## config.mk

```make
export PLATFORM = sky130hd
export DESIGN_NAME = ram_1port_arbiter
export DESIGN_NICKNAME = d
export VERILOG_FILES = /design/src/rtl/ram_1port_arbiter.sv
export SDC_FILE = /design/constraint.sdc
export NUM_CORES = 1
export LEC_CHECK = 0
export ABC_AREA = 1
export BUFFER_PORTS_ARGS = -buffer_cell sky130_fd_sc_hd__buf_2
export CORE_MARGIN = 4
export CORE_UTILIZATION = 40
export DETAILED_ROUTE_END_ITERATION = 10
export MAX_ROUTING_LAYER = met4
export PLACE_DENSITY = 0.76
export RECOVER_POWER = 25
export SYNTH_ARGS = -nofsm -noshare
export SYNTH_HDL_FRONTEND = slang
export SYNTH_SLANG_ARGS = --single-unit
```

## constraint.sdc

```tcl
create_clock -name i_Clk -period 1.6 [get_ports i_Clk]
set_input_delay 0.16 -clock i_Clk [delete_from_list [all_inputs] [get_ports i_Clk]]
set_output_delay 0.16 -clock i_Clk [all_outputs]
set_load 0.01 [all_outputs]
```

## src/rtl/ram_1port_arbiter.sv

```systemverilog
// ram_1port_arbiter: round-robin sharing of one single-port RAM between requesters A and B.
// After reset, an optional sweep fills the whole RAM before the arbiter opens.
module ram_1port_arbiter #(
    parameter int WIDTH = 16,
    parameter int DEPTH = 256,
    parameter bit INIT_EN = 1'b1,
    parameter logic [WIDTH-1:0] INIT_VALUE = '0,
    localparam int AW = $clog2(DEPTH)
) (
    input  logic             i_Clk,
    input  logic             i_Rst_L,
    input  logic             i_A_Req,
    input  logic             i_A_Wr,
    input  logic [AW-1:0]    i_A_Addr,
    input  logic [WIDTH-1:0] i_A_Wr_Data,
    output logic             o_A_Gnt,
    output logic             o_A_Rd_DV,
    output logic [WIDTH-1:0] o_A_Rd_Data,
    input  logic             i_B_Req,
    input  logic             i_B_Wr,
    input  logic [AW-1:0]    i_B_Addr,
    input  logic [WIDTH-1:0] i_B_Wr_Data,
    output logic             o_B_Gnt,
    output logic             o_B_Rd_DV,
    output logic [WIDTH-1:0] o_B_Rd_Data,
    output logic [AW-1:0]    o_Ram_Addr,
    output logic             o_Ram_Wr_DV,
    output logic [WIDTH-1:0] o_Ram_Wr_Data,
    output logic             o_Ram_Rd_En,
    input  logic             i_Ram_Rd_DV,
    input  logic [WIDTH-1:0] i_Ram_Rd_Data,
    output logic             o_Init_Done
);
    typedef enum logic {INIT, IDLE} state_t;

    state_t          r_state;
    logic [AW-1:0]   r_cnt;
    logic            r_last_b;
    logic [1:0]      r_own1, r_own2;
    logic            w_xfer, w_wr;
    logic [AW-1:0]   w_addr;
    logic [WIDTH-1:0] w_data;

    // Contention goes to whichever port did not win last
    assign o_A_Gnt     = (r_state == IDLE) && i_A_Req && (!i_B_Req || r_last_b);
    assign o_B_Gnt     = (r_state == IDLE) && i_B_Req && (!i_A_Req || !r_last_b);
    assign w_xfer      = o_A_Gnt || o_B_Gnt;
    assign w_wr        = o_B_Gnt ? i_B_Wr : i_A_Wr;
    assign w_addr      = o_B_Gnt ? i_B_Addr : i_A_Addr;
    assign w_data      = o_B_Gnt ? i_B_Wr_Data : i_A_Wr_Data;
    assign o_Init_Done = (r_state == IDLE);

    always_ff @(posedge i_Clk or negedge i_Rst_L) begin
        if (!i_Rst_L) begin
            r_state       <= INIT_EN ? INIT : IDLE;
            r_cnt         <= '0;
            r_last_b      <= 1'b1;
            r_own1        <= 2'b00;
            r_own2        <= 2'b00;
            o_Ram_Addr    <= '0;
            o_Ram_Wr_DV   <= 1'b0;
            o_Ram_Wr_Data <= '0;
            o_Ram_Rd_En   <= 1'b0;
            o_A_Rd_DV     <= 1'b0;
            o_A_Rd_Data   <= '0;
            o_B_Rd_DV     <= 1'b0;
            o_B_Rd_Data   <= '0;
        end else begin
            // Owner tag travels two stages to line up with the RAM's read latency
            r_own2    <= r_own1;
            o_A_Rd_DV <= i_Ram_Rd_DV && r_own2[0];
            o_B_Rd_DV <= i_Ram_Rd_DV && r_own2[1];
            if (i_Ram_Rd_DV && r_own2[0]) o_A_Rd_Data <= i_Ram_Rd_Data;
            if (i_Ram_Rd_DV && r_own2[1]) o_B_Rd_Data <= i_Ram_Rd_Data;
            if (r_state == INIT) begin
                o_Ram_Wr_DV   <= 1'b1;
                o_Ram_Rd_En   <= 1'b0;
                o_Ram_Addr    <= r_cnt;
                o_Ram_Wr_Data <= INIT_VALUE;
                r_own1        <= 2'b00;
                r_cnt         <= r_cnt + 1'b1;
                if (r_cnt == AW'(DEPTH - 1)) r_state <= IDLE;
            end else begin
                o_Ram_Wr_DV <= w_xfer && w_wr;
                o_Ram_Rd_En <= w_xfer && !w_wr;
                r_own1      <= (w_xfer && !w_wr) ? {o_B_Gnt, o_A_Gnt} : 2'b00;
                if (w_xfer) begin
                    o_Ram_Addr    <= w_addr;
                    o_Ram_Wr_Data <= w_data;
                    r_last_b      <= o_B_Gnt;
                end
            end
        end
    end
endmodule

```

==> results of run 1 <==
worst max path at each step:
| stage | from | end | cells past startpoint |
|---|---|---|---|
| 6_report | o_Init_Done | o_B_Gnt | 3 |
| 5_1_grt | o_Init_Done | o_B_Gnt | 3 |
| 4_1_cts | o_Init_Done | o_B_Gnt | 3 |
| 3_5_place_dp | o_Init_Done | o_Ram_Wr_Data[3] | 5 |
| 3_3_place_gp | o_Init_Done | o_Ram_Addr[2] | 5 |
| 2_1_floorplan | o_Init_Done | o_Ram_Wr_Data[5] | 8 |
per-stage QoR:
stage | cells | utilization (%) | worst slack [ns] | hold slack, ns | total power, mW
finish | 643 | 54.55 | 0.1058 | 0.08487 | 3.679
detailed placement | 625 | 51.54 | 0.2223 | 0.1637 | 2.093
global route | 643 | 54.55 | 0.01807 | 0.08309 | 3.836
floorplan | 399 | - | 0.3964 | -0.1356 | 1.957
CTS | 642 | 54.60 | 0.07814 | 0.07431 | 3.731
global placement | 625 | 51.54 | 0.2904 | 0.1569 | 2.088
state kept, by name (all words and copies together), names as in the netlist:
name / cells
r_own1: 2
o_B_Rd_DV: 1
r_cnt: 8
o_Init_Done: 1
o_A_Rd_Data: 16
o_B_Rd_Data: 16
r_last_b: 1
o_Ram_Wr_DV: 1
o_A_Rd_DV: 1
r_own2: 2
o_Ram_Wr_Data: 16
o_Ram_Addr: 8
o_Ram_Rd_En: 1
cell usage in the layout, fill, tap and decap left out, drive strengths merged:
cell	instances
nand3b	1
nand2	148
o21bai	1
o21ai	51
nand4	1
clkbuf	15
diode	1
a21oi	6
buf	136
ha	1
xor2	4
nand3	15
dlygate4sd3	1
inv	70
dfrtp	73
dfstp	1
clkinv	2
nor2	12
bufinv	2
synthesized netlist by cell type, types with 2 or more instances:
master | number | area, um2
inv_1 | 67 | 251.5
dfrtp_1 | 73 | 1827
nand2_1 | 146 | 548.0
buf_2 | 6 | 30.03
nor2_1 | 11 | 41.29
a21oi_1 | 6 | 30.03
o21ai_0 | 35 | 175.2
clkbuf_1 | 6 | 22.52
inv_2 | 3 | 11.26
buf_6 | 3 | 33.78
nand2_2 | 2 | 12.51
o21ai_1 | 16 | 80.08
xor2_1 | 4 | 35.03
nand3_1 | 15 | 75.07
routing by layer:
| layer | GRT usage, % | routed length [um] | vias up |
|---|---|---|---|
| met5 | - | 0 | - |
| met4 | 6.283 | 135 | 0 |
| met3 | 4.286 | 721 | 15 |
| met2 | 27.49 | 3450 | 126 |
| met1 | 22.62 | 3458 | 1325 |
| li1 | - | - | 1474 |
power groups by stage:
stage | Sequential [mW] | Combinational, mW | Clock (mW)
floorplan | 1.91 | 0.0506 | 0
global placement | 1.91 | 0.183 | 0
detailed placement | 1.91 | 0.187 | 0
CTS | 1.87 | 0.190 | 1.67
global route | 1.87 | 0.216 | 1.75
finish | 1.87 | 0.185 | 1.62
final cells by class:
type	count	area, um2	share of cell area (%)
clock buffer	12	155.1	3.643
timing repair buffer	140	742.0	17.42
inverter	70	262.8	6.169
sequential	74	1853	43.51
clock inverter	4	73.82	1.733
multi-input combinational	240	1042	24.47
tap	102	127.6	2.996
antenna	1	2.502	0.05875
repair_timing:
item | CTS | global route
hold buffers | 1 | 0
endpoints found under the hold margin | 36 | 0
resized for setup | 0 | 0
tightest hold or removal path: cells and delay by family:
family	cells	cell delay, ns
AOI/OAI and AO/OA	1	0.07
buffers and inverters	2	0.14
logic make-up after synthesis:
group,count (synthesis),share of synthesized area (%)
AO/OA/AOI/OAI,58,9.025
XOR/XNOR,4,1.080
adder cells (fa/ha/maj),1,0.3856
buffers and inverters,85,10.76
flip-flops,74,57.12
AND/OR/NAND/NOR,177,21.64
==> impl_metrics.py, run 1 <==
metrics = {
    "worst_setup_path": {
        "arrival_ns": 1.33,
        "crit_path_top_delay_cell": "dfrtp_1",
        "endpoint_kind": "output pin",
        "startpoint_type": "register",
        "rr_endpoint": "o_Ram_Wr_Data[3]",
        "critPathRequiredTime_ns": 1.44,
        "crit_chain": "nand2_2 -> nor2_4 -> buf_2",
        "crit_path_max_incr_delay_ns": 0.44,
        "critPathKind": "reg2out",
        "path_buf_inv": 1,
        "rr_worst_depth": 5,
        "path_max_fanout": 9,
        "regToRegSetupSlack_ns": 0.23,
        "r2r_start": "o_Init_Done",
        "cp_top_family": "flip-flops",
    },
    "synthesis": {
        "synth_nets": 471,
        "syn-instance-count": 399,
        "synth-edff-count": 0,
        "synth.avg_cell_area_um2": 8.131,
        "synth_warnings": 0,
        "dominantRegCellSynth": "dfrtp_1",
        "seq_area_frac_synth_pct": 57.12,
        "netlist_area_mm2": 0.003244,
        "ys_ff_latch": 74,
        "synth-async-reset-ratio_pct": 100.0,
        "synth_cell_types": 20,
    },
    "power": {
        "ir_drop_mv": 0.4913,
        "leakage_nw": 2.654,
        "combPwrFrac_pct": 5.0,
        "power_density_mw_per_mm2": 863.7,
        "clkPwrFrac_pct": 44.2,
        "switchingPower_mw": 0.7566,
        "sequentialPowerShare_pct": 50.8,
        "p_sw_share_pct": 20.57,
        "p_int_mw": 2.922,
    },
    "worst_hold_path": {
        "hp-class": "in2reg",
        "worstHoldPathCells": 3,
        "worstHoldStart": "i_Ram_Rd_Data[10]",
        "whs_endpoint": "o_A_Rd_Data[10]",
    },
    "layout": {
        "fillers": 736,
        "nNetsFinal": 607,
        "layout-drive-gt1-share_pct": 29.63,
        "area_delta_synth_final_pct": 31.28,
        "design_area_mm2": 0.004259,
    },
    "global_routing": {
        "grt-ovfl-total": 0,
        "antenna_found_initial": 1,
        "grt_max_degree": 43,
        "grt_usage_pct": 17.68,
        "grt_pass1_vias": 2981,
        "grt_pass1_wl_mm": 13.52,
    },
    "clock_tree": {
        "cts_buffer_depth": 2,
        "clk_pin_slew_ns": 0.08,
        "root_buffer": "clkbuf_8",
        "cts_tree": "built",
        "cts_setup_buffers": 0,
        "cts_buffers": 9,
        "htree_levels": 3,
        "clk_latency_ns": 0.33,
        "clock_sinks": 74,
    },
    "sta": {
        "finalHoldViolCount": 0,
        "clock_skew_ns": 0.008641,
        "finalCritPeriodShare_pct": 93.38,
        "tightest_slew_ns": 0.9603,
        "fmax_mhz": 669.3,
        "rsz0062_at_grt": "no",
        "period_minus_slack_ns": 1.494,
        "fin_tns_setup_ns": 0,
        "relSlewSlack_pct": 35.98,
        "slew_violations": 0,
        "setup_viol": 0,
    },
    "floorplan": {
        "die_w_um": 98.06,
        "num_rows": 32,
        "dieArea_mm2": 0.009616,
        "initial_core_util_pct": 41.55,
        "ios": 134,
        "dieHeight_um": 98.06,
        "core_mm2": 0.007807,
    },
    "route": {
        "wl_per_cell_um": 12.08,
        "drt_iter0_drc": 108,
        "drtAntennaViolNets": 0,
        "vias_per_cell": 4.572,
        "dr.pass1.iters": 4,
        "dr_total_vias": 2940,
        "wirelength_mm": 7.766,
        "drc": 0,
    },
    "outcome": {
        "status": "complete, no violations",
    },
    "place": {
        "port_buffers": 133,
        "dpl_cell_area_mm2": 0.004024,
        "gp_congestion": 0.8556,
        "dpl.hpwl_mm": 5.861,
    },
    "flow_run": {
        "cap_violations": 0,
    },
}
No activity file was read; power rests on OpenSTA's default activity.
==> run 2, diff against run 1 <==
Settings changed: CORE_UTILIZATION 40 to 48, PLACE_DENSITY 0.76 to 0.88.
==> impl_metrics.py, run 2 (synthesis gave the netlist of run 1 again) <==
metrics = {
    "clock_tree": {
        "cts_buffers": 9,
        "cts_setup_buffers": 0,
        "clock_sinks": 74,
        "clk_latency_ns": 0.34,
        "cts_resized": 0,
        "postCtsHoldBufs": 1,
        "cts_tree": "built",
        "htree_levels": 3,
        "cts_buffer_depth": 2,
        "clk_pin_slew_ns": 0.08,
        "root_buffer": "clkbuf_8",
    },
    "floorplan": {
        "num_rows": 29,
        "initial_core_util_pct": 50.23,
        "dieHeight_um": 90.22,
        "core_mm2": 0.006459,
        "dieArea_mm2": 0.008139,
        "die_w_um": 90.22,
        "ios": 134,
    },
    "power": {
        "ir_drop_mv": 0.5052,
        "power_density_mw_per_mm2": 794.6,
        "leakage_nw": 2.621,
    },
    "worst_setup_path": {
        "crit_start": "r_last_b",
        "path_max_fanout": 2,
        "startpoint_type": "register",
        "rr_endpoint": "o_Ram_Wr_Data[7]",
        "r2r_start": "r_last_b",
        "critPathRequiredTime_ns": 1.44,
        "crit_end": "o_A_Gnt",
        "arrival_ns": 1.33,
        "regToRegSetupSlack_ns": 0.22,
        "endpoint_kind": "output pin",
        "critPathKind": "reg2out",
        "rr_worst_depth": 7,
    },
    "place": {
        "gp_congestion": 0.9048,
        "port_buffers": 133,
        "post-place-ws_ns": 0.2496,
        "dpl.hpwl_mm": 5.945,
    },
    "sta": {
        "finalHoldViolCount": 0,
        "fin_tns_setup_ns": 0,
        "period_minus_slack_ns": 1.490,
        "setup_viol": 0,
        "postLayoutSetupSlackWorst_ns": 0.1099,
        "fmax_mhz": 671.1,
        "slew_violations": 0,
        "rsz0062_at_grt": "no",
        "finalCritPeriodShare_pct": 93.13,
        "relSlewSlack_pct": 49.15,
        "clock_skew_ns": 0.007485,
        "tightest_slew_ns": 0.7628,
    },
    "route": {
        "dr_total_vias": 2933,
        "vias_per_cell": 4.746,
        "drc": 0,
        "dr.pass1.iters": 4,
        "wl_per_cell_um": 12.75,
        "drt_iter0_drc": 123,
        "wirelength_mm": 7.878,
        "drtAntennaViolNets": 0,
    },
    "global_routing": {
        "antenna_found_initial": 0,
        "grt-ovfl-total": 0,
        "grt_max_degree": 34,
        "grt_pass1_vias": 2860,
        "grt_pass1_wl_mm": 13.37,
        "grt_usage_pct": 20.85,
    },
    "layout": {
        "layout-drive-gt1-share_pct": 29.94,
        "area_delta_synth_final_pct": 28.38,
        "top_regs": "o_A_Rd_Data: 16 flops, o_B_Rd_Data: 16 flops, o_Ram_Wr_Data: 16 flops",
        "fillers": 574,
        "final_common_cell": "nand2_1",
        "mostFrequentLayoutCells": "nand2_1 (146), buf_2 (132), dfrtp_1 (73), inv_1 (67), o21ai_0 (35)",
        "n_antenna_cell": 0,
        "nNetsFinal": 608,
    },
    "flow_run": {
        "cap_violations": 0,
    },
    "worst_hold_path": {
        "hp-class": "in2reg",
    },
    "outcome": {
        "status": "complete, no violations",
    },
}
-- run 2: cell count changes in the layout (fill, tap and decap cells not counted), moves of 2 or more --
cell	previous run	this run
clkinvlp_4	0	2
buf_4	3	5
bufinv_16	2	0
clkbuf_8	11	9
-- run 2: critical path, cell delays in order, from the launching register on --
cell and delay [ns]:
dfstp_2 0.55, inv_1 0.05, a21oi_1 0.22, buf_2 0.18
-- run 2: final cells by class --
class	instances	area, um2	share of cell area, %
Inverter	70	262.8	6.308
Timing Repair Buffer	141	740.7	17.78
Clock inverter	6	42.54	1.021
Multi-Input combinational cell	240	1042	25.02
Sequential cell	74	1853	44.49
Clock buffer	10	127.6	3.064
Tap cell	77	96.34	2.313
-- run 2: worst min-delay path by stage --
stage	endpoint	slack, ns	cells after the start	startpoint
2_1_floorplan	o_A_Rd_DV	-0.14	0	i_Rst_L
6_report	o_B_Rd_Data[0]	0.08	3	i_Ram_Rd_Data[0]
3_5_place_dp	o_B_Rd_Data[3]	0.12	1	i_Rst_L
5_1_grt	o_A_Rd_Data[3]	0.07	3	i_Ram_Rd_Data[3]
4_1_cts	o_B_Rd_Data[9]	0.07	3	i_Ram_Rd_Data[9]
3_3_place_gp	o_A_Rd_Data[15]	0.12	1	i_Rst_L
-- run 2: routing by layer --
layer / up-vias / wire length [um] / track usage (%)
li1: 1480 / - / -
met1: 1300 / 3584 / 27.99
met2: 140 / 3530 / 30.99
met3: 13 / 626 / 4.591
met4: 0 / 136 / 8.291
met5: - / 0 / -
-- run 2: where the power goes --
part | internal [mW] | leakage [nW] | switching [mW]
logic | 0.0863 | 1.54 | 0.0976
registers | 1.87 | 1.00 | 0
clock network | 0.565 | 0.0827 | 0.692
-- run 2: per-stage QoR --
step	cells	hold WS, ns	total power, mW	instance area [um2]	utilization (%)
finish	618	0.08419	3.310	4165	64.49
global placement	601	0.1219	2.092	4000	61.93
floorplan	399	-0.1356	1.957	3244	-
global route	618	0.07463	3.488	4165	64.49
CTS	618	0.07319	3.354	4180	64.72
detailed placement	601	0.1207	2.096	4000	61.93
==> run 3, diff against run 2 <==
Clock period 1.6 ns to 1.5 ns, I/O delays scaled along.
==> impl_metrics.py, run 3 (synthesis gave the netlist of run 1 again) <==
metrics = {
    "clock_tree": {
        "clock_sinks": 74,
        "cts_buffers": 9,
        "htree_levels": 3,
        "clk_pin_slew_ns": 0.07,
        "cts_setup_buffers": 0,
        "root_buffer": "clkbuf_8",
        "clk_latency_ns": 0.35,
        "cts_buffer_depth": 2,
        "cts_tree": "built",
    },
    "route": {
        "wl_per_cell_um": 12.84,
        "wirelength_mm": 7.921,
        "drtAntennaViolNets": 0,
        "dr_total_vias": 2991,
        "drt_iter0_drc": 105,
        "vias_per_cell": 4.848,
        "drc": 0,
        "dr.pass1.iters": 4,
    },
    "worst_hold_path": {
        "worstHoldStart": "i_Ram_Rd_Data[0]",
        "hp-class": "in2reg",
        "whs_endpoint": "o_A_Rd_Data[0]",
        "worstHoldPathCells": 3,
    },
    "floorplan": {
        "die_w_um": 90.22,
        "dieHeight_um": 90.22,
        "dieArea_mm2": 0.008139,
        "initial_core_util_pct": 50.23,
        "num_rows": 29,
        "ios": 134,
        "core_mm2": 0.006459,
    },
    "global_routing": {
        "grt_use_met1_pct": 26.67,
        "grt_max_degree": 35,
        "grt_usage_pct": 20.05,
        "use_met2_pct": 29.74,
        "grt_pass1_vias": 2707,
        "grt_pass1_wl_mm": 12.74,
        "grt-ovfl-total": 0,
        "grt-busiest-layer": "met2",
        "antenna_found_initial": 0,
        "use_met3_pct": 4.424,
    },
    "worst_setup_path": {
        "r2r_start": "r_last_b",
        "crit_chain": "nand2_1 -> inv_1 -> nor2_4 -> buf_2",
        "crit_path_top_delay_cell": "dfstp_2",
        "rr_worst_depth": 7,
        "regToRegSetupSlack_ns": 0.15,
        "arrival_ns": 1.27,
        "cp_top_family": "flip-flops",
        "path_buf_inv": 2,
        "cp.depth": 4,
        "critPathKind": "reg2out",
        "critPathRequiredTime_ns": 1.35,
        "endpoint_kind": "output pin",
        "rr_endpoint": "o_Ram_Wr_Data[10]",
        "crit_path_max_incr_delay_ns": 0.53,
        "startpoint_type": "register",
        "path_max_fanout": 9,
    },
    "sta": {
        "clock_skew_ns": 0.01287,
        "period_minus_slack_ns": 1.417,
        "finalCritPeriodShare_pct": 94.45,
        "postLayoutSetupSlackWorst_ns": 0.08325,
        "fin_tns_setup_ns": 0,
        "setup_viol": 0,
        "relSlewSlack_pct": 41.37,
        "tightest_slew_ns": 0.8795,
        "slew_violations": 0,
        "finalHoldViolCount": 0,
        "hold_slack_ns": 0.06495,
        "fmax_mhz": 705.8,
        "rsz0062_at_grt": "no",
    },
    "place": {
        "dpl_cell_area_mm2": 0.004000,
        "gp_congestion": 0.8847,
        "dpl.hpwl_mm": 5.904,
        "post-place-ws_ns": 0.1566,
        "dp_cells": 601,
        "port_buffers": 133,
    },
    "power": {
        "fin_total_pwr_mw": 3.712,
        "power_density_mw_per_mm2": 882.8,
        "ir_drop_mv": 0.4602,
        "leakage_nw": 2.642,
    },
    "flow_run": {
        "cap_violations": 0,
    },
    "layout": {
        "final_util_pct": 65.11,
        "top_regs": "o_A_Rd_Data: 16 flops, o_B_Rd_Data: 16 flops, o_Ram_Wr_Data: 16 flops",
        "fillers": 552,
        "mostFrequentLayoutCells": "nand2_1 (146), buf_2 (132), dfrtp_1 (73), inv_1 (67), o21ai_0 (35)",
        "final_common_cell": "nand2_1",
        "nNetsFinal": 608,
        "n_antenna_cell": 0,
        "regArea_mm2": 0.001853,
        "layout-drive-gt1-share_pct": 30.00,
        "area_delta_synth_final_pct": 29.62,
        "design_area_mm2": 0.004205,
        "multiInputGateArea_mm2": 0.001046,
        "fin_cells": 617,
    },
    "outcome": {
        "status": "complete, no violations",
    },
}
==> run 3: worst max-delay path by stage <==
| stage | from | end | slack [ns] |
|---|---|---|---|
| floorplan | o_Init_Done | o_Ram_Wr_Data[5] | 0.30 |
| global placement | o_Init_Done | o_Ram_Addr[7] | 0.19 |
| detailed placement | r_last_b | o_Ram_Wr_Data[10] | 0.16 |
| CTS | r_last_b | o_A_Gnt | 0.04 |
| global route | o_Init_Done | o_B_Gnt | 0.02 |
| finish | r_last_b | o_B_Gnt | 0.08 |
==> run 3: final cells by class <==
class | count | share of cell area (%)
clock buffers | 11 | 3.362
clock inverters | 4 | 1.250
inverters | 70 | 6.248
multi-input cells | 240 | 24.87
flip-flops and latches | 74 | 44.06
well taps | 77 | 2.291
repair buffers | 141 | 17.91
==> run 3: worst register-to-register path, delay by kind of cell (launching register included) <==
kind	cells	cell delay, ns
AOI/OAI and AO/OA	1	0.07
and+or+nand+nor	5	0.49
DFF	1	0.53
buffers and inverters	1	0.21
==> run 3: metal layers <==
metal / part of all wire (%) / routed length [um]
met1: 46 / 3659
met2: 44 / 3460
met3: 8.3 / 660
met4: 1.8 / 141
met5: 0 / 0
==> run 3: what timing repair did <==
item,4_1_cts,5_1_grt
hold endpoints to repair,31,0
hold buffers,1,0
setup endpoints to repair,0,1
gates resized for setup,0,1
==> run 3: power breakdown <==
part / switching, mW / internal (mW)
combinational: 0.107 / 0.0958
sequential: 0 / 1.99
clock: 0.707 / 0.808
